`config.mk`:
```
export PLATFORM = sky130hd
export DESIGN_NAME = branch_predictor_flat
export DESIGN_NICKNAME = d
export VERILOG_FILES = /design/src/rtl/branch_predictor_if.sv /design/src/rtl/branch_predictor.sv /design/src/flat_wrapper.sv
export SDC_FILE = /design/constraint.sdc
export NUM_CORES = 2
export LEC_CHECK = 0
export CAP_MARGIN = 15
export CORE_ASPECT_RATIO = 0.8
export CORE_MARGIN = 4
export CORE_UTILIZATION = 47
export DETAILED_ROUTE_END_ITERATION = 8
export SLEW_MARGIN = 40
export SYNTH_ARGS = -nofsm -noshare
export SYNTH_HDL_FRONTEND = slang
export SYNTH_SLANG_ARGS = --single-unit
export TNS_END_PERCENT = 5
```
`constraint.sdc`:
```
create_clock -name clk -period 8.5 [get_ports clk]
set_input_delay 1.7 -clock clk [delete_from_list [all_inputs] [get_ports clk]]
set_output_delay 1.7 -clock clk [all_outputs]
set_load 0.01 [all_outputs]
```
`src/rtl/branch_predictor_if.sv`:
```
// rtl/branch_predictor_if.sv - fetch lookup and MEM-stage training bundle for the branch predictor
interface branch_predictor_if;
    logic [31:0] if_pc;
    logic        predict_taken;
    logic [31:0] predict_target;
    logic        upd_valid;
    logic [31:0] upd_pc;
    logic        upd_is_branch;
    logic        upd_is_jump;
    logic        upd_taken;
    logic [31:0] upd_target;
    logic        upd_mispredict;

    modport master (
        output if_pc, upd_valid, upd_pc, upd_is_branch, upd_is_jump,
               upd_taken, upd_target, upd_mispredict,
        input  predict_taken, predict_target
    );

    modport slave (
        input  if_pc, upd_valid, upd_pc, upd_is_branch, upd_is_jump,
               upd_taken, upd_target, upd_mispredict,
        output predict_taken, predict_target
    );
endinterface

```
`src/rtl/branch_predictor.sv`:
```
// rtl/branch_predictor.sv - direct-mapped BTB with 2-bit counters and post-reset clear sweep
module branch_predictor #(
    parameter int ENTRIES  = 64,
    parameter int TAG_BITS = 8
) (
    input  logic                 clk,
    input  logic                 reset,
    branch_predictor_if.slave    bp,
    output logic                 ready,
    output logic [15:0]          mispredict_count
);
    localparam int INDEX_BITS = $clog2(ENTRIES);

    typedef enum logic {INIT, RUN} state_t;
    state_t state, state_next;

    logic [INDEX_BITS-1:0] sweep_idx;

    logic                valid_q  [ENTRIES];
    logic [TAG_BITS-1:0] tag_q    [ENTRIES];
    logic [1:0]          ctr_q    [ENTRIES];
    logic [31:0]         target_q [ENTRIES];

    logic [INDEX_BITS-1:0] rd_idx, wr_idx;
    logic [TAG_BITS-1:0]   rd_tag, wr_tag;
    logic                  rd_hit, wr_hit;
    logic                  accept, upd_en;
    logic [1:0]            ctr_sat;

    // PC bit 0 and bits above the tag never reach the table
    logic unused_pc_bits;
    assign unused_pc_bits = ^{bp.if_pc[0], bp.if_pc[31:INDEX_BITS+TAG_BITS+1],
                              bp.upd_pc[0], bp.upd_pc[31:INDEX_BITS+TAG_BITS+1]};

    assign rd_idx = bp.if_pc[INDEX_BITS:1];
    assign rd_tag = bp.if_pc[INDEX_BITS+TAG_BITS:INDEX_BITS+1];
    assign wr_idx = bp.upd_pc[INDEX_BITS:1];
    assign wr_tag = bp.upd_pc[INDEX_BITS+TAG_BITS:INDEX_BITS+1];

    assign ready  = (state == RUN);
    assign rd_hit = valid_q[rd_idx] && (tag_q[rd_idx] == rd_tag);
    assign wr_hit = valid_q[wr_idx] && (tag_q[wr_idx] == wr_tag);

    assign bp.predict_taken  = ready && rd_hit && ctr_q[rd_idx][1];
    assign bp.predict_target = bp.predict_taken ? target_q[rd_idx] : 32'd0;

    assign accept = (state == RUN) && bp.upd_valid;
    assign upd_en = accept && (bp.upd_is_branch || bp.upd_is_jump);

    always_comb begin
        ctr_sat = ctr_q[wr_idx];
        if (bp.upd_taken) begin
            if (ctr_q[wr_idx] != 2'd3) ctr_sat = ctr_q[wr_idx] + 2'd1;
        end else begin
            if (ctr_q[wr_idx] != 2'd0) ctr_sat = ctr_q[wr_idx] - 2'd1;
        end
    end

    always_comb begin
        state_next = state;
        if (state == INIT && sweep_idx == INDEX_BITS'(ENTRIES - 1)) state_next = RUN;
    end

    always_ff @(posedge clk) begin
        if (reset) begin
            state     <= INIT;
            sweep_idx <= '0;
        end else begin
            state <= state_next;
            if (state == INIT) sweep_idx <= sweep_idx + 1'b1;
        end
    end

    // Table writes: sweep clears during INIT, training writes during RUN
    always_ff @(posedge clk) begin
        if (!reset) begin
            if (state == INIT) begin
                valid_q[sweep_idx] <= 1'b0;
            end else if (upd_en) begin
                if (wr_hit) begin
                    ctr_q[wr_idx] <= bp.upd_is_jump ? 2'd3 : ctr_sat;
                    if (bp.upd_taken || bp.upd_is_jump) target_q[wr_idx] <= bp.upd_target;
                end else if (bp.upd_is_jump || bp.upd_taken) begin
                    valid_q[wr_idx]  <= 1'b1;
                    tag_q[wr_idx]    <= wr_tag;
                    ctr_q[wr_idx]    <= bp.upd_is_jump ? 2'd3 : 2'd2;
                    target_q[wr_idx] <= bp.upd_target;
                end
            end
        end
    end

    always_ff @(posedge clk) begin
        if (reset) begin
            mispredict_count <= 16'd0;
        end else if (accept && bp.upd_mispredict && mispredict_count != 16'hFFFF) begin
            mispredict_count <= mispredict_count + 16'd1;
        end
    end
endmodule
```
`src/flat_wrapper.sv`:
```
// flat-port wrapper written by rule: the top's interface ports become plain ports
module branch_predictor_flat 
#(
    parameter int ENTRIES  = 64,
    parameter int TAG_BITS = 8
)
  (clk, reset, ready, mispredict_count, bp_if_pc, bp_upd_valid, bp_upd_pc, bp_upd_is_branch, bp_upd_is_jump, bp_upd_taken, bp_upd_target, bp_upd_mispredict, bp_predict_taken, bp_predict_target);
  branch_predictor_if bp_i ();
  input  logic clk;
  input  logic reset;
  output logic ready;
  output logic [15:0] mispredict_count;
  input wire logic [$bits(bp_i.if_pc)-1:0] bp_if_pc;
  input wire logic [$bits(bp_i.upd_valid)-1:0] bp_upd_valid;
  input wire logic [$bits(bp_i.upd_pc)-1:0] bp_upd_pc;
  input wire logic [$bits(bp_i.upd_is_branch)-1:0] bp_upd_is_branch;
  input wire logic [$bits(bp_i.upd_is_jump)-1:0] bp_upd_is_jump;
  input wire logic [$bits(bp_i.upd_taken)-1:0] bp_upd_taken;
  input wire logic [$bits(bp_i.upd_target)-1:0] bp_upd_target;
  input wire logic [$bits(bp_i.upd_mispredict)-1:0] bp_upd_mispredict;
  output wire logic [$bits(bp_i.predict_taken)-1:0] bp_predict_taken;
  output wire logic [$bits(bp_i.predict_target)-1:0] bp_predict_target;
  assign bp_i.if_pc = bp_if_pc;
  assign bp_i.upd_valid = bp_upd_valid;
  assign bp_i.upd_pc = bp_upd_pc;
  assign bp_i.upd_is_branch = bp_upd_is_branch;
  assign bp_i.upd_is_jump = bp_upd_is_jump;
  assign bp_i.upd_taken = bp_upd_taken;
  assign bp_i.upd_target = bp_upd_target;
  assign bp_i.upd_mispredict = bp_upd_mispredict;
  assign bp_predict_taken = bp_i.predict_taken;
  assign bp_predict_target = bp_i.predict_target;
  branch_predictor #(.ENTRIES(ENTRIES), .TAG_BITS(TAG_BITS)) u_core (.clk(clk), .reset(reset), .bp(bp_i), .ready(ready), .mispredict_count(mispredict_count));
endmodule
```
# Yosys cells after proc, flatten, opt, wreduce, memory -nomap -nowiden
# Memory sizes are Yosys's and may differ from the RTL's.
# Cells that the tools add are included.
dict set report classes {
  n_addsub 4
  eq_ne 5
  n_mux 30
  bitwise 3
  reduce_logical 13
}
# cell count
set op_table {}
lappend op_table {{$mux W32} 2}
lappend op_table {{$mux W1} 22}
lappend op_table {{$add A16 B1 Y16 const B} 1}
lappend op_table {{$eq A8 B8 Y1} 2}
lappend op_table {{$ne A16 B16 Y1 const B} 1}
lappend op_table {{$mux W2} 5}
lappend op_table {{$logic_and A1 B1 Y1} 9}
lappend op_table {{$add A6 B1 Y6 const B} 1}
lappend op_table {{$eq A6 B6 Y1 const B} 1}
lappend op_table {{$mux W6} 1}
lappend op_table {{$add A2 B1 Y2 const B} 1}
lappend op_table {{$logic_or A1 B1 Y1} 2}
lappend op_table {{$ne A2 B2 Y1 const B} 1}
lappend op_table {{$or A1 B1 Y1} 2}
lappend op_table {{$reduce_bool A2 Y1} 1}
lappend op_table {{$sub A2 B1 Y2 const B} 1}
lappend op_table {{$not A1 Y1} 1}
lappend op_table {{$reduce_or A1 Y1} 1}
dict set report word_totals {
  register_bits 23
  ramBits 2752
  inputBits 103
  out_inout_bits 50
  elab_cells 62
  mem_count 4
}
# memory depth word_bits read_ports rd_clocked_by_memory_dff write_ports line
set memory_table {}
lappend memory_table {u_core.target_q 64 32 1 0 1 branch_predictor.sv:22} ;# logic [31:0] target_q [ENTRIES];
lappend memory_table {u_core.tag_q 64 8 2 0 1 branch_predictor.sv:20} ;# logic [TAG_BITS-1:0] tag_q [ENTRIES];
lappend memory_table {u_core.ctr_q 64 2 2 0 1 branch_predictor.sv:21} ;# logic [1:0] ctr_q [ENTRIES];
lappend memory_table {u_core.valid_q 64 1 2 0 1 branch_predictor.sv:19} ;# logic valid_q [ENTRIES];

# Longest topological paths before layout
# An unclocked memory read counts as a cell.
dict set report logic_depth {
  depth_word 10
  mapped_depth 17
  mapped_depth_nobuf 10
}

# Worst setup path before layout
# Ideal clock, no wire load.
dict set report synth_timing {
  path_kind {input to output}
  from {input bp_if_pc[1]}
  to {output bp_predict_target[0]}
  arrival_time_ps 4697
  required_ps 6800
  setup_slack_ps 2103
  path_stages 10
  n_path_buf 6
  path_cell_list {buf_2 -> buf_4 -> buf_4 -> buf_2 -> clkbuf_1 -> buf_2 -> mux4_2 -> mux4_2 -> mux4_2 -> and3_1}
}
dict set report synth_via {
  elab_chain_cells 6
  word_cells_on_any_way 9
  cone_classes {1 x eq/ne; 1 x mux; 3 x reduce/logical; 4 x memory}
}
# item line
set synth_lines {}
lappend synth_lines {{start: declaration} flat_wrapper.sv:13} ;# input wire logic [$bits(bp_i.if_pc)-1:0] bp_if_pc;
lappend synth_lines {{$mem_v2 Z64 W8} --}
lappend synth_lines {{$eq A8 B8 Y1} branch_predictor.sv:41} ;# assign rd_hit = valid_q[rd_idx] && (tag_q[rd_idx] == rd_tag);
lappend synth_lines {{$logic_and A1 B1 Y1} branch_predictor.sv:41}
lappend synth_lines {{$logic_and A1 B1 Y1 (2 in a row)} branch_predictor.sv:44} ;# assign bp.predict_taken = ready && rd_hit && ctr_q[rd_idx][1];
lappend synth_lines {{$mux W32 (*)} branch_predictor.sv:45} ;# assign bp.predict_target = bp.predict_taken ? target_q[rd_idx] : 32'd0;
lappend synth_lines {{end: declaration} flat_wrapper.sv:22} ;# output wire logic [$bits(bp_i.predict_target)-1:0] bp_predict_target;
# Every way passes the cells marked *; elsewhere a longest branch is shown, timed or not.

# Worst setup path in the final report
dict set report layout_timing {
  from {input bp_if_pc[1]}
  to {output bp_predict_target[17]}
}
# The elaborated chain is that of the path after synthesis.

==> impl_metrics.py <==
metrics = {
    "cts": {
        "insertion_delay_ps": 860,
        "cts.clk_slew.worst_paths_ps": 60,
        "cts-resized-gates": 0,
        "hold_buffers": 0,
        "post_cts_buffers": 0,
        "cts_root_buffer": "clkbuf_16",
        "cts_buffer_depth": 4,
        "cts_max_level": 5,
        "numCtsBuffers": 287,
        "tritoncts": "built",
        "cts_sinks": 2775,
    },
    "finish": {
        "drive_above_1_share": 0.314,
        "final_cells": 8965,
        "seqCellArea_mm2": 0.0831,
        "fillerInstances": 18100,
        "areaGrowthSynthToFinish_pct": 14.2,
        "multiInputGateArea_mm2": 0.0284,
        "finish.utilization": 0.540,
        "final_nets": 5704,
    },
    "synthesis": {
        "synth_warnings": 0,
        "async_reset_ff_frac": 0,
        "yosysSeqAreaShare": 0.739,
        "syn_area_mm2": 0.113,
        "synth_cells": 5191,
        "avgSynthCellArea_um2": 21.7,
        "synth_ff_type": "edfxtp_1",
        "ys_types": 73,
        "ys_seq_elements": 2775,
        "synth_edf_count": 2752,
        "synth.net_count": 5296,
    },
    "sta": {
        "drv_slew": 0,
        "relSlewSlack": 0.362,
        "finalHoldViolCount": 0,
        "fin_ws_ps": 353,
        "whs_ps": 549,
        "rsz0062_at_grt": "false",
        "setup_viol": 0,
        "finalSetupTns_ps": 0,
        "fin_crit_sh": 0.958,
        "max_freq_mhz": 123,
        "worstMarginPinSlew_ps": 957,
        "finalCriticalPeriod_ps": 8150,
        "skew_ps": 44.5,
    },
    "worst_setup_path": {
        "start_kind": "primary input",
        "critPathKind": "in2out",
        "crit_top_cell": "mux4_2",
        "rr_startpoint": "u_core.tag_q[11][5]",
        "cp_slowest_cell": "clkdlybuf4s50_1",
        "crit_fanout": 40,
        "rr_endpoint": "u_core.ctr_q[20][0]",
        "end_kind": "primary output",
        "cp.arrival_ps": 6450,
        "crit_path_max_incr_delay_ps": 620,
        "regToRegSetupSlack_ps": 3540,
        "ff2ff_path_depth": 10,
        "crit_chain": "buf_8 -> buf_4 -> mux4_2 -> mux4_2 -> mux4_2 -> xnor2_1 -> nand3_1 -> nor2_2 -> nand2_1 -> buf_4 -> a211oi_1 -> clkdlybuf4s50_1",
        "crit_required_ps": 6800,
    },
    "floorplanning": {
        "io_pins": 153,
        "num_rows": 160,
        "die_y_um": 446,
        "initial_core_util": 0.473,
        "dieArea_mm2": 0.247,
        "fp.dieW_um": 555,
        "core-area_mm2": 0.238,
    },
    "pwr": {
        "ir_drop_mv": 0.213,
        "p_leak_nw": 39.9,
        "cellPowerDensity_mw_per_mm2": 224,
    },
    "global_route": {
        "grt_pass1_wl_mm": 449,
        "grt_max_degree": 117,
        "grt_pass1_vias": 57800,
        "grt_overflow": 0,
        "grt_usage": 0.257,
        "antenna_found_initial": 21,
    },
    "job": {
        "max-cap-violations": 0,
    },
    "route": {
        "drt_wl_total_mm": 320,
        "routed_via_density": 6.54,
        "avgRoutedWirePerCell_um": 35.6,
        "num_vias": 58700,
        "antenna_left": 0,
        "first_pass_iters": 7,
        "drt_iter0_markers": 9003,
        "drc_errors": 0,
    },
    "placed_design": {
        "dp.cells": 8465,
        "gp_congestion": 0.942,
        "place_ws_ps": 370,
        "hpwl_mm": 192,
        "io_buffer_count": 116,
    },
    "outcome": {
        "status": "completed",
    },
    "worst_hold_path": {
        "min_from": "u_core.mispredict_count[11]",
        "holdPathEnd": "u_core.mispredict_count[11]",
        "min_path_cells": 2,
        "min-delay-path-class": "reg2reg",
    },
}
cells in the final DEF, fill, tap and decap left out, types with 11 or more instances in the layout:
master,count
nor2b_1,21
buf_2,17
clkdlybuf4s50_1,66
clkbuf_16,296
edfxtp_1,2752
clkinv_2,40
buf_8,15
bufinv_16,16
nor2_1,136
a221o_1,13
o221ai_1,11
clkinv_1,52
mux2i_1,107
nor2_4,67
buf_4,329
clkbuf_1,65
nand3_1,50
mux2_2,42
xnor2_1,19
o21ai_0,38
and3_1,26
a31oi_1,35
dfxtp_1,23
o22ai_1,30
a22oi_1,61
nor3_1,17
a211oi_1,84
buf_12,22
a221oi_1,42
xor2_1,16
nand2_1,90
a22o_1,20
a21oi_1,103
mux4_2,896
critical path: cells and delay by family:
kind | cells | cell delay (ps)
multiplexers | 3 | 1660
XOR/XNOR | 1 | 210
buffers and inverters | 4 | 1780
AND/OR/NAND/NOR | 3 | 680
AO/OA/AOI/OAI | 1 | 350
cell usage after synthesis, drive strengths merged (30+ instances only):
cell type / n / share of area
a221oi: 43 / 0.0034
nor2: 207 / 0.0069
buf: 173 / 0.0084
mux2i: 107 / 0.0095
mux2: 43 / 0.0043
a21oi: 103 / 0.0046
edfxtp: 2752 / 0.73
nand2: 99 / 0.0033
a31oi: 35 / 0.0019
mux4: 896 / 0.18
clkbuf: 174 / 0.0058
o21ai: 49 / 0.0022
nand3: 53 / 0.0024
o22ai: 30 / 0.0017
a22oi: 61 / 0.0041
a211oi: 84 / 0.0056
flip-flops by register name, indices dropped and copies added, names as in the netlist:
register / flops
u_core.ready: 1
u_core.tag_q: 512
u_core.mispredict_count: 16
u_core.ctr_q: 128
u_core.sweep_idx: 6
u_core.valid_q: 64
u_core.target_q: 2048
how the worst max path moves through the flow:
stage	slack [ps]	endpoint	cells after the start	start
6_report	350	bp_predict_target[17]	12	bp_if_pc[1]
5_1_grt	250	bp_predict_target[20]	13	bp_if_pc[1]
4_1_cts	350	bp_predict_target[1]	12	bp_if_pc[1]
3_5_place_dp	370	bp_predict_target[1]	12	bp_if_pc[1]
3_3_place_gp	320	bp_predict_target[1]	12	bp_if_pc[1]
2_1_floorplan	2100	bp_predict_target[0]	10	bp_if_pc[1]
per-stage QoR:
step           power, W  instance area, um2
2_1_floorplan    0.0162              113000
4_1_cts          0.0289              128000
3_5_place_dp     0.0170              120000
6_report         0.0287              128000
5_1_grt          0.0296              128000
3_3_place_gp     0.0170              119000
layout make-up:
type,count,area share
tap,3159,0.0308
timing repair buffer,466,0.0330
clock inverter,125,0.00844
clock buffer,362,0.0597
sequential,2775,0.647
multi-input combinational,2059,0.221
antenna,9,0.000175
inverter,10,0.000292
power by group:
group / switching, W / internal [W] / total, W / leakage (nW)
Clock: 0.00516 / 0.00687 / 0.0120 / 4.28
Combinational: 0.00104 / 0.000618 / 0.00166 / 10.6
Sequential: 0.00000260 / 0.0150 / 0.0150 / 25.0
cell families after synthesis:
| logic type | after synthesis | share of synthesized area |
|---|---|---|
| AOI/OAI and AO/OA | 493 | 0.0307 |
| adders and majority gates | 3 | 0.000311 |
| muxes | 1046 | 0.193 |
| DFF | 2775 | 0.739 |
| xor gates and xnor gates | 35 | 0.00272 |
| and+or+nand+nor | 482 | 0.0199 |
| buffers and inverters | 357 | 0.0145 |
per-layer routing:
layer / global-route usage / vias up / wire length (um)
li1: - / 23100 / -
met1: 0.389 / 31700 / 133000
met2: 0.371 / 3292 / 141000
met3: 0.0683 / 519 / 35800
met4: 0.0691 / 11 / 9110
met5: 0.00604 / - / 265
(Power assumes the default switching activity.)
